**src/rtl/mmult_seq_pkg.sv**
```systemverilog
// mmult_seq_pkg: definitions shared by the MMULT sequencer.
//   NTERM_W    - default width of the term count and of mwidth
//   REG_SEL_W  - width of the register-pair index
//   mmult_st_e - sequencer state encoding (IDLE=0, CLEAR=1, FETCH=2, DONE=3)
package mmult_seq_pkg;

    localparam int unsigned NTERM_W   = 4;
    localparam int unsigned REG_SEL_W = 4;

    typedef enum logic [1:0] {
        StIdle  = 2'd0,
        StClear = 2'd1,
        StFetch = 2'd2,
        StDone  = 2'd3
    } mmult_st_e;

endpackage

```
**src/rtl/mmult_seq_if.sv**
```systemverilog
// mmult_seq_if: GPU-side and RAM-side signals of the MMULT sequencer.
//   master - the GPU/RAM side: drives go, control-register fields, mtxa_wr, mem_gnt
//   slave  - the sequencer: drives counter controls, RAM request, MAC enables, status
interface mmult_seq_if #(
    parameter int unsigned NTERM_W = mmult_seq_pkg::NTERM_W
) ();

    logic               mmult_go;
    logic [NTERM_W-1:0] mtxc_width;
    logic               mtxc_addw;
    logic               mtxa_wr;
    logic               mem_gnt;

    logic               cntld;
    logic               cnten;
    logic               maddw;
    logic [NTERM_W-1:0] mwidth;
    logic               mem_req;
    logic               acc_clr;
    logic               acc_en;
    logic [3:0]         reg_sel;
    logic               hi_half;
    logic               busy;
    logic               done;

    modport master (
        output mmult_go, mtxc_width, mtxc_addw, mtxa_wr, mem_gnt,
        input  cntld, cnten, maddw, mwidth, mem_req, acc_clr, acc_en,
               reg_sel, hi_half, busy, done
    );

    modport slave (
        input  mmult_go, mtxc_width, mtxc_addw, mtxa_wr, mem_gnt,
        output cntld, cnten, maddw, mwidth, mem_req, acc_clr, acc_en,
               reg_sel, hi_half, busy, done
    );

endinterface

```
**src/rtl/mmult_term_cnt.sv**
```systemverilog
// mmult_term_cnt: term counter for the MMULT sequencer.
//   clk, resetl - clock, asynchronous active-low reset
//   clr_i       - restart the count at 0 (takes priority over inc_i)
//   inc_i       - advance to the next term
//   mwidth_i    - latched number of terms
//   k_o         - current term index
//   last_o      - current term is the final one (k == mwidth-1)
module mmult_term_cnt #(
    parameter int unsigned Width = mmult_seq_pkg::NTERM_W
) (
    input  logic             clk,
    input  logic             resetl,
    input  logic             clr_i,
    input  logic             inc_i,
    input  logic [Width-1:0] mwidth_i,
    output logic [Width-1:0] k_o,
    output logic             last_o
);

    logic [Width-1:0] k_q, k_d;

    always_comb begin
        k_d = k_q;
        if (clr_i) begin
            k_d = '0;
        end else if (inc_i) begin
            k_d = k_q + Width'(1);
        end
    end

    always_ff @(posedge clk or negedge resetl) begin
        if (!resetl) begin
            k_q <= '0;
        end else begin
            k_q <= k_d;
        end
    end

    assign k_o    = k_q;
    // Width 0 never reaches FETCH, so the wrap of mwidth-1 is harmless.
    assign last_o = (k_q == (mwidth_i - Width'(1)));

endmodule

```
**src/rtl/mmult_seq.sv**
```systemverilog
// mmult_seq: sequencer for the MMULT systolic matrix-multiply instruction.
//   clk, resetl - clock, asynchronous active-low reset
//   bus (slave) - go/width/addw/mtxa_wr/mem_gnt in; address counter controls
//                 (cntld, cnten, maddw, mwidth), mem_req, acc_clr, acc_en,
//                 reg_sel, hi_half, busy, done out
module mmult_seq #(
    parameter int unsigned NTERM_W = mmult_seq_pkg::NTERM_W
) (
    input  logic        clk,
    input  logic        resetl,
    mmult_seq_if.slave  bus
);

    import mmult_seq_pkg::*;

    mmult_st_e          st_q, st_d;
    logic [NTERM_W-1:0] mwidth_q, mwidth_d;
    logic               maddw_q, maddw_d;
    logic [NTERM_W-1:0] k;
    logic               last;
    logic               go_accept;

    logic               busy;
    logic               fetch;
    logic               cntld;
    logic               cnten;
    logic               acc_clr;
    logic               acc_en;
    logic               mem_req;
    logic [3:0]         reg_sel;
    logic               hi_half;
    logic               done;

    assign go_accept = (st_q == StIdle) && bus.mmult_go;

    // State register
    always_ff @(posedge clk or negedge resetl) begin
        if (!resetl) begin
            st_q <= StIdle;
        end else begin
            st_q <= st_d;
        end
    end

    // Next-state logic
    always_comb begin
        st_d = st_q;
        unique case (st_q)
            StIdle: begin
                if (bus.mmult_go) begin
                    // A zero-term product skips the RAM entirely.
                    st_d = (bus.mtxc_width == '0) ? StDone : StClear;
                end
            end
            StClear: st_d = StFetch;
            StFetch: begin
                if (bus.mem_gnt && last) begin
                    st_d = StDone;
                end
            end
            StDone:  st_d = StIdle;
            default: st_d = StIdle;
        endcase
    end

    // Output logic
    always_comb begin
        busy    = (st_q != StIdle);
        fetch   = (st_q == StFetch);
        // Address data is only on the GPU bus during the strobe, hence combinational.
        cntld   = bus.mtxa_wr && !busy;
        acc_clr = (st_q == StClear);
        mem_req = fetch;
        cnten   = fetch && bus.mem_gnt;
        acc_en  = fetch && bus.mem_gnt;
        reg_sel = '0;
        hi_half = 1'b0;
        if (fetch) begin
            // Term k comes from register pair k/2, low half first.
            reg_sel = 4'(k >> 1);
            hi_half = k[0];
        end
        done    = (st_q == StDone);
    end

    // Width and column mode persist between instructions for the address counter.
    always_comb begin
        mwidth_d = mwidth_q;
        maddw_d  = maddw_q;
        if (go_accept) begin
            mwidth_d = bus.mtxc_width;
            maddw_d  = bus.mtxc_addw;
        end
    end

    always_ff @(posedge clk or negedge resetl) begin
        if (!resetl) begin
            mwidth_q <= '0;
            maddw_q  <= 1'b0;
        end else begin
            mwidth_q <= mwidth_d;
            maddw_q  <= maddw_d;
        end
    end

    mmult_term_cnt #(
        .Width (NTERM_W)
    ) u_term_cnt (
        .clk      (clk),
        .resetl   (resetl),
        .clr_i    (go_accept),
        .inc_i    (cnten),
        .mwidth_i (mwidth_q),
        .k_o      (k),
        .last_o   (last)
    );

    assign bus.cntld   = cntld;
    assign bus.cnten   = cnten;
    assign bus.maddw   = maddw_q;
    assign bus.mwidth  = mwidth_q;
    assign bus.mem_req = mem_req;
    assign bus.acc_clr = acc_clr;
    assign bus.acc_en  = acc_en;
    assign bus.reg_sel = reg_sel;
    assign bus.hi_half = hi_half;
    assign bus.busy    = busy;
    assign bus.done    = done;

endmodule
```
**src/flat_wrapper.sv**
```systemverilog
// flat-port wrapper written by rule: the top's interface ports become plain ports
module mmult_seq_flat import mmult_seq_pkg::*;
#(
    parameter int unsigned NTERM_W = mmult_seq_pkg::NTERM_W
)
  (clk, resetl, bus_mmult_go, bus_mtxc_width, bus_mtxc_addw, bus_mtxa_wr, bus_mem_gnt, bus_cntld, bus_cnten, bus_maddw, bus_mwidth, bus_mem_req, bus_acc_clr, bus_acc_en, bus_reg_sel, bus_hi_half, bus_busy, bus_done);
  mmult_seq_if #(.NTERM_W(NTERM_W)) bus_i ();
  input  logic clk;
  input  logic resetl;
  input wire logic [$bits(bus_i.mmult_go)-1:0] bus_mmult_go;
  input wire logic [$bits(bus_i.mtxc_width)-1:0] bus_mtxc_width;
  input wire logic [$bits(bus_i.mtxc_addw)-1:0] bus_mtxc_addw;
  input wire logic [$bits(bus_i.mtxa_wr)-1:0] bus_mtxa_wr;
  input wire logic [$bits(bus_i.mem_gnt)-1:0] bus_mem_gnt;
  output wire logic [$bits(bus_i.cntld)-1:0] bus_cntld;
  output wire logic [$bits(bus_i.cnten)-1:0] bus_cnten;
  output wire logic [$bits(bus_i.maddw)-1:0] bus_maddw;
  output wire logic [$bits(bus_i.mwidth)-1:0] bus_mwidth;
  output wire logic [$bits(bus_i.mem_req)-1:0] bus_mem_req;
  output wire logic [$bits(bus_i.acc_clr)-1:0] bus_acc_clr;
  output wire logic [$bits(bus_i.acc_en)-1:0] bus_acc_en;
  output wire logic [$bits(bus_i.reg_sel)-1:0] bus_reg_sel;
  output wire logic [$bits(bus_i.hi_half)-1:0] bus_hi_half;
  output wire logic [$bits(bus_i.busy)-1:0] bus_busy;
  output wire logic [$bits(bus_i.done)-1:0] bus_done;
  assign bus_i.mmult_go = bus_mmult_go;
  assign bus_i.mtxc_width = bus_mtxc_width;
  assign bus_i.mtxc_addw = bus_mtxc_addw;
  assign bus_i.mtxa_wr = bus_mtxa_wr;
  assign bus_i.mem_gnt = bus_mem_gnt;
  assign bus_cntld = bus_i.cntld;
  assign bus_cnten = bus_i.cnten;
  assign bus_maddw = bus_i.maddw;
  assign bus_mwidth = bus_i.mwidth;
  assign bus_mem_req = bus_i.mem_req;
  assign bus_acc_clr = bus_i.acc_clr;
  assign bus_acc_en = bus_i.acc_en;
  assign bus_reg_sel = bus_i.reg_sel;
  assign bus_hi_half = bus_i.hi_half;
  assign bus_busy = bus_i.busy;
  assign bus_done = bus_i.done;
  mmult_seq #(.NTERM_W(NTERM_W)) u_core (.clk(clk), .resetl(resetl), .bus(bus_i));
endmodule
```
**config.mk**
```make
export PLATFORM = sky130hd
export DESIGN_NAME = mmult_seq_flat
export DESIGN_NICKNAME = d
export VERILOG_FILES = /design/src/rtl/mmult_seq_pkg.sv /design/src/rtl/mmult_seq_if.sv /design/src/rtl/mmult_term_cnt.sv /design/src/rtl/mmult_seq.sv /design/src/flat_wrapper.sv
export SDC_FILE = /design/constraint.sdc
export NUM_CORES = 1
export LEC_CHECK = 0
export ABC_AREA = 0
export CELL_PAD_IN_SITES_DETAIL_PLACEMENT = 1
export CELL_PAD_IN_SITES_GLOBAL_PLACEMENT = 1
export CORE_MARGIN = 1
export CORE_UTILIZATION = 30
export CTS_CLUSTER_DIAMETER = 100
export DETAILED_ROUTE_END_ITERATION = 16
export PLACE_DENSITY_LB_ADDON = 0.1
export SKIP_CTS_REPAIR_TIMING = 1
export SYNTH_ARGS = -nofsm -noshare
export SYNTH_HDL_FRONTEND = slang
export SYNTH_SLANG_ARGS = --single-unit
```
**constraint.sdc**
```tcl
create_clock -name clk -period 2.2 [get_ports clk]
set_input_delay 0.33 -clock clk [delete_from_list [all_inputs] [get_ports clk]]
set_output_delay 0.33 -clock clk [all_outputs]
set_load 0.02 [all_outputs]
```
==> results of run 1 <==
==> sequential cells by signal (all words and copies together), names as in the netlist <==
register	cells
u_core.bus.maddw	1
u_core.bus.mwidth	4
u_core.st_q	2
u_core.u_term_cnt.k_o	4
==> final cells by class <==
class / count / area [µm²]
Fill cell: 256 / 1200
Multi-Input combinational cell: 52 / 438
Timing Repair Buffer: 27 / 280
Sequential cell: 11 / 275
Tap cell: 28 / 35.0
Clock buffer: 4 / 26.3
Inverter: 5 / 18.8
==> per-stage QoR <==
step                      setup TNS [ps]  power [mW]  setup WS (ps)  hold slack [ps]   util
final                                  0        1.60            115              406  0.472
after global routing                   0        1.73           5.64              437  0.472
after CTS                           -903        1.59           -187              428  0.458
after detailed placement               0        1.44            124              497  0.447
after global placement                 0        1.42            188              499  0.447
after floorplan                        0        1.07            384             34.4      -
==> routing by layer <==
layer | global-route usage | vias up
met2 | 0.250 | 20
met4 | 0.0811 | 0
met3 | 0.0175 | 2
met1 | 0.194 | 293
met5 | 0 | -
li1 | - | 295
==> worst max-delay path by stage <==
stage / endpoint / slack [ps] / depth (start not counted)
floorplan: bus_cnten / 380 / 6
global placement: bus_acc_en / 190 / 4
detailed placement: bus_acc_en / 120 / 4
CTS: bus_cnten / -190 / 4
global route: bus_hi_half / 6 / 4
finish: bus_hi_half / 110 / 4
==> placed cells by master, fill, tap and decap left out, drive strengths merged <==
| master | instances |
|---|---|
| clkbuf | 4 |
| a31o | 1 |
| dfrtp | 11 |
| nor2b | 1 |
| xnor2 | 2 |
| conb | 1 |
| mux2i | 2 |
| nor3 | 2 |
| nor4 | 1 |
| xor3 | 1 |
| xor2 | 5 |
| nor2 | 2 |
| a21boi | 1 |
| nand2 | 3 |
| mux2 | 5 |
| ha | 7 |
| and3 | 1 |
| nand3b | 1 |
| dlymetal6s2s | 6 |
| nand3 | 1 |
| and2 | 6 |
| nand4 | 1 |
| buf | 2 |
| clkdlybuf4s50 | 19 |
| inv | 5 |
| nand2b | 1 |
| o21a | 1 |
| a311oi | 1 |
| a21oi | 4 |
| o21ai | 1 |
==> power by group <==
part	internal, mW	leakage (nW)	switching [mW]
registers	0.297	0.135	0.112
clock network	0.0702	0.0150	0.0741
logic	0.540	0.413	0.502
total	0.907	0.562	0.688
==> worst register-to-register path, stage by stage, from the launching register on <==
cell     delay (ps)
dfrtp_1         440
inv_1           140
ha_2            240
buf_4           150
nor2b_1         210
o21ai_0         100
a31o_2          220
o21a_1          100
==> kinds of logic after synthesis <==
group                      synth area share
buffers and inverters                0.0637
muxes                                 0.102
xor gates and xnor gates              0.116
adders and majority gates             0.117
and+or+nand+nor                       0.149
other                               0.00503
DFF                                   0.369
AOI/OAI and AO/OA                    0.0772
==> results.json, run 1 <==
{
  "dr.max_layer_used": "met4",
  "synth_top_cell_area_share": 0.369,
  "placed_area_um2": 1020,
  "met1_length_um": 764,
  "rsz0062_at_grt": "no",
  "maxCapViolations": 0,
  "drt_pass1_iterations": 2,
  "yosysMostFrequentCell": "dfrtp_1",
  "postRouteWirelength_mm": 1.73,
  "setup-violations-final": 0,
  "clock_path_buffers": 2,
  "synth_ff_type": "dfrtp_1",
  "synth_area_leader_cell": "dfrtp_1",
  "root_buffer": "clkbuf_4",
  "ys_types": 31,
  "fin_cells": 127,
  "synth-seq-cells": 11,
  "wl_met3_um": 81,
  "grt.total_usage": 0.153,
  "row_count": 17,
  "dpl.cell_count": 123,
  "rr_endpoint": "u_core.st_q[1]$_DFFE_PN0P_",
  "worstReg2RegStart": "u_core.st_q[1]$_DFFE_PN0P_",
  "grt_first_pass_wirelength_mm": 3.02,
  "antenna_found_initial": 0,
  "ir_worst_vdd_uv": 695,
  "grt_max_degree": 12,
  "synthToLayoutAreaGrowth_pct": 44.0,
  "clkTransAtPathRegs_ps": 80,
  "start_util": 0.328,
  "rrSetupSlack_ps": 500,
  "status": "completed",
  "synth.area.top_cells": "dfrtp_1 (37%), ha_1 (12%), mux2_2 (7.6%)",
  "ys_seq_area_frac": 0.369,
  "leakage_nw": 0.562,
  "syn_area_um2": 746,
  "core_area_um2": 2280,
  "cts_made_buffers": 3,
  "fin_skew_ps": 1.06,
  "cp_top_family": "buffers and inverters",
  "synth_nets": 90,
  "final.min_clock_period_ps": 2090,
  "synth.avg_cell_area_um2": 10.2,
  "crit_chain": "inv_2 > ha_4 > and2_1 > clkdlybuf4s50_1",
  "timing.fmax_ghz": 0.480,
  "n_antenna_cell": 0,
  "die_h_um": 51.9,
  "ant_nets": 0,
  "worstPathArrival_ps": 1760,
  "cp_num_buf_inv": 2,
  "drt-vias-per-instance": 4.80,
  "critPathLaunch": "u_core.st_q[0]$_DFFE_PN0P_",
  "drt_iter0_drc": 2,
  "globalplace.congestion": 0.709,
  "cts_tree": "yes",
  "cts.sinks": 11,
  "cp_max_fo": 11,
  "setup.worst_path.end_class": "output pin",
  "ys_top_cells_by_count": "dfrtp_1 (11), ha_1 (7)",
  "yosysWarnings": 0,
  "cp_slowest_stage_delay_ps": 590,
  "ys_async_sr_fraction": 1.00,
  "port_buffers": 25,
  "h-tree-depth": 1,
  "wl_met2_um": 874,
  "die_x_um": 51.9,
  "grt_pass1_vias": 656,
  "drv_slew": 0,
  "fin_crit_sh": 0.948,
  "final_net_count": 117,
  "fp.dieArea_um2": 2690,
  "start_kind": "register",
  "clk-insertion-delay-late_ps": 270,
  "reg2reg_depth": 7,
  "netlist_instances": 73,
  "pin_count": 27,
  "hold_viol_final": 0,
  "via_count": 610,
  "hold_path.class": "input port to asynchronous set/reset pin",
  "tightest_slew_ps": 537,
  "drc": 0,
  "powerDensity_nw_per_um2": 1490,
  "hpwlAfterDp_mm": 1.36,
  "crit_type": "register to output pin",
  "design_area_um2": 1070,
  "relSlewSlack": 0.641,
  "overflow": 0,
  "synth_edf_count": 0,
  "required_ps": 1870,
  "drive_above_1_share": 0.162,
  "slowest_stage": "clkdlybuf4s50_1",
  "wl_per_cell_um": 13.6
}
No activity file was read; power rests on OpenSTA's default activity.
==> inputs of run 2 (changes only) <==
--- a/config.mk
+++ b/config.mk
@@ -12,7 +12,7 @@
 export CORE_UTILIZATION = 30
 export CTS_CLUSTER_DIAMETER = 100
 export DETAILED_ROUTE_END_ITERATION = 16
-export PLACE_DENSITY_LB_ADDON = 0.1
+export PLACE_DENSITY_LB_ADDON = 0.3
 export SKIP_CTS_REPAIR_TIMING = 1
 export SYNTH_ARGS = -nofsm -noshare
 export SYNTH_HDL_FRONTEND = slang
==> results.json, run 2 (synthesis gave the netlist of run 1 again) <==
{
  "ant_nets": 0,
  "holdWs_ps": 395,
  "relSlewSlack": 0.656,
  "status": "completed",
  "hold_viol_final": 0,
  "grt.busiest_layer": "met2",
  "hpwlAfterDp_mm": 1.36,
  "required_ps": 1870,
  "use_met1": 0.170,
  "cts.sinks": 11,
  "post-route-util": 0.469,
  "clkTransAtPathRegs_ps": 80,
  "cp_max_fo": 11,
  "fp.dieArea_um2": 2690,
  "row_count": 17,
  "worstPathArrival_ps": 1740,
  "maxCapViolations": 0,
  "h-tree-depth": 1,
  "port_buffers": 25,
  "grt_max_degree": 12,
  "hold_path.class": "input port to asynchronous set/reset pin",
  "leakage_nw": 0.535,
  "cts_made_buffers": 3,
  "root_buffer": "clkbuf_4",
  "ir_worst_vdd_uv": 696,
  "crit_type": "register to output pin",
  "die_h_um": 51.9,
  "grt.total_usage": 0.152,
  "design_area_um2": 1070,
  "dp_slack_ps": 146,
  "cts_tree": "yes",
  "die_x_um": 51.9,
  "final.min_clock_period_ps": 2070,
  "overflow": 0,
  "postRouteWirelength_mm": 1.73,
  "core_area_um2": 2280,
  "rr_endpoint": "u_core.st_q[0]$_DFFE_PN0P_",
  "rrSetupSlack_ps": 470,
  "reg2reg_depth": 5,
  "start_util": 0.328,
  "final_cell_mix": "clkdlybuf4s50_1 (20), dfrtp_1 (11), ha_1 (6)",
  "fin_crit_sh": 0.941,
  "timing.fmax_ghz": 0.483,
  "worstReg2RegStart": "u_core.bus.mwidth[0]$_DFFE_PN0P_",
  "drt-vias-per-instance": 4.87,
  "fin_cells": 127,
  "setup-violations-final": 0,
  "clock_path_buffers": 2,
  "drt_iter0_drc": 1,
  "total_power_mw": 1.59,
  "antenna_found_initial": 0,
  "clk-insertion-delay-late_ps": 270,
  "drt_pass1_iterations": 2,
  "dpl.cell_count": 123,
  "globalplace.congestion": 0.742,
  "grt_pass1_vias": 654,
  "via_count": 618,
  "powerDensity_nw_per_um2": 1490,
  "grtUsageMet2": 0.263,
  "tightest_slew_ps": 514,
  "setup.worst_path.end_class": "output pin",
  "grt_first_pass_wirelength_mm": 2.88,
  "pin_count": 27,
  "n_antenna_cell": 0,
  "met3_usage": 0.0351,
  "nFillCells": 254,
  "fin_tns_setup_ps": 0,
  "drv_slew": 0,
  "wl_per_cell_um": 13.6,
  "placed_area_um2": 1020,
  "final_common_cell": "clkdlybuf4s50_1",
  "drive_above_1_share": 0.152,
  "final_net_count": 117,
  "synthToLayoutAreaGrowth_pct": 43.3,
  "rsz0062_at_grt": "no",
  "start_kind": "register",
  "fin_ws_ps": 129,
  "drc": 0,
  "fin_skew_ps": 5.47
}
## run 2: changes by cell type in the layout (fill, tap and decap cells not counted)
| cell | before | now |
|---|---|---|
| ha_2 | 1 | 0 |
| clkdlybuf4s50_1 | 19 | 20 |
| ha_1 | 5 | 6 |
| dlymetal6s2s_1 | 6 | 5 |
## run 2: critical path: stages, from the launching register on
cell,delay (ps)
dfrtp_1,420
inv_2,120
ha_4,200
and2_1,130
clkdlybuf4s50_1,600
## run 2: final cells by class
type | instances | area [µm²] | area share
tap | 28 | 35.0 | 0.0328
timing repair buffer | 27 | 278 | 0.260
inverter | 5 | 18.8 | 0.0176
sequential | 11 | 275 | 0.258
multi-input combinational | 52 | 435 | 0.407
clock buffer | 4 | 26.3 | 0.0246
## run 2: layer usage
layer  routed length (µm)  up-vias  part of all wire
met5                    0        -                 0
met4                   16        0            0.0092
met3                   75        2             0.043
met2                  910       19              0.53
met1                  731      300              0.42
li1                     -      297                 -
## run 2: how the worst max path moves through the flow
stage / start / end / slack (ps) / cells after the start
after floorplan: u_core.st_q[0]$_DFFE_PN0P_ / bus_cnten / 380 / 6
after global placement: u_core.st_q[0]$_DFFE_PN0P_ / bus_acc_en / 190 / 4
after detailed placement: u_core.st_q[0]$_DFFE_PN0P_ / bus_cnten / 150 / 4
after CTS: u_core.st_q[0]$_DFFE_PN0P_ / bus_acc_en / -180 / 4
after global routing: u_core.st_q[1]$_DFFE_PN0P_ / bus_cntld / 40 / 4
final: u_core.st_q[0]$_DFFE_PN0P_ / bus_reg_sel[0] / 130 / 4
## run 2: report_power, final
part           switching, mW  internal (mW)  total [mW]  leakage, nW
Combinational          0.505          0.539        1.04        0.385
Clock                 0.0714         0.0702       0.142       0.0150
Sequential             0.111          0.297       0.408        0.135
Total                  0.687          0.907        1.59        0.535
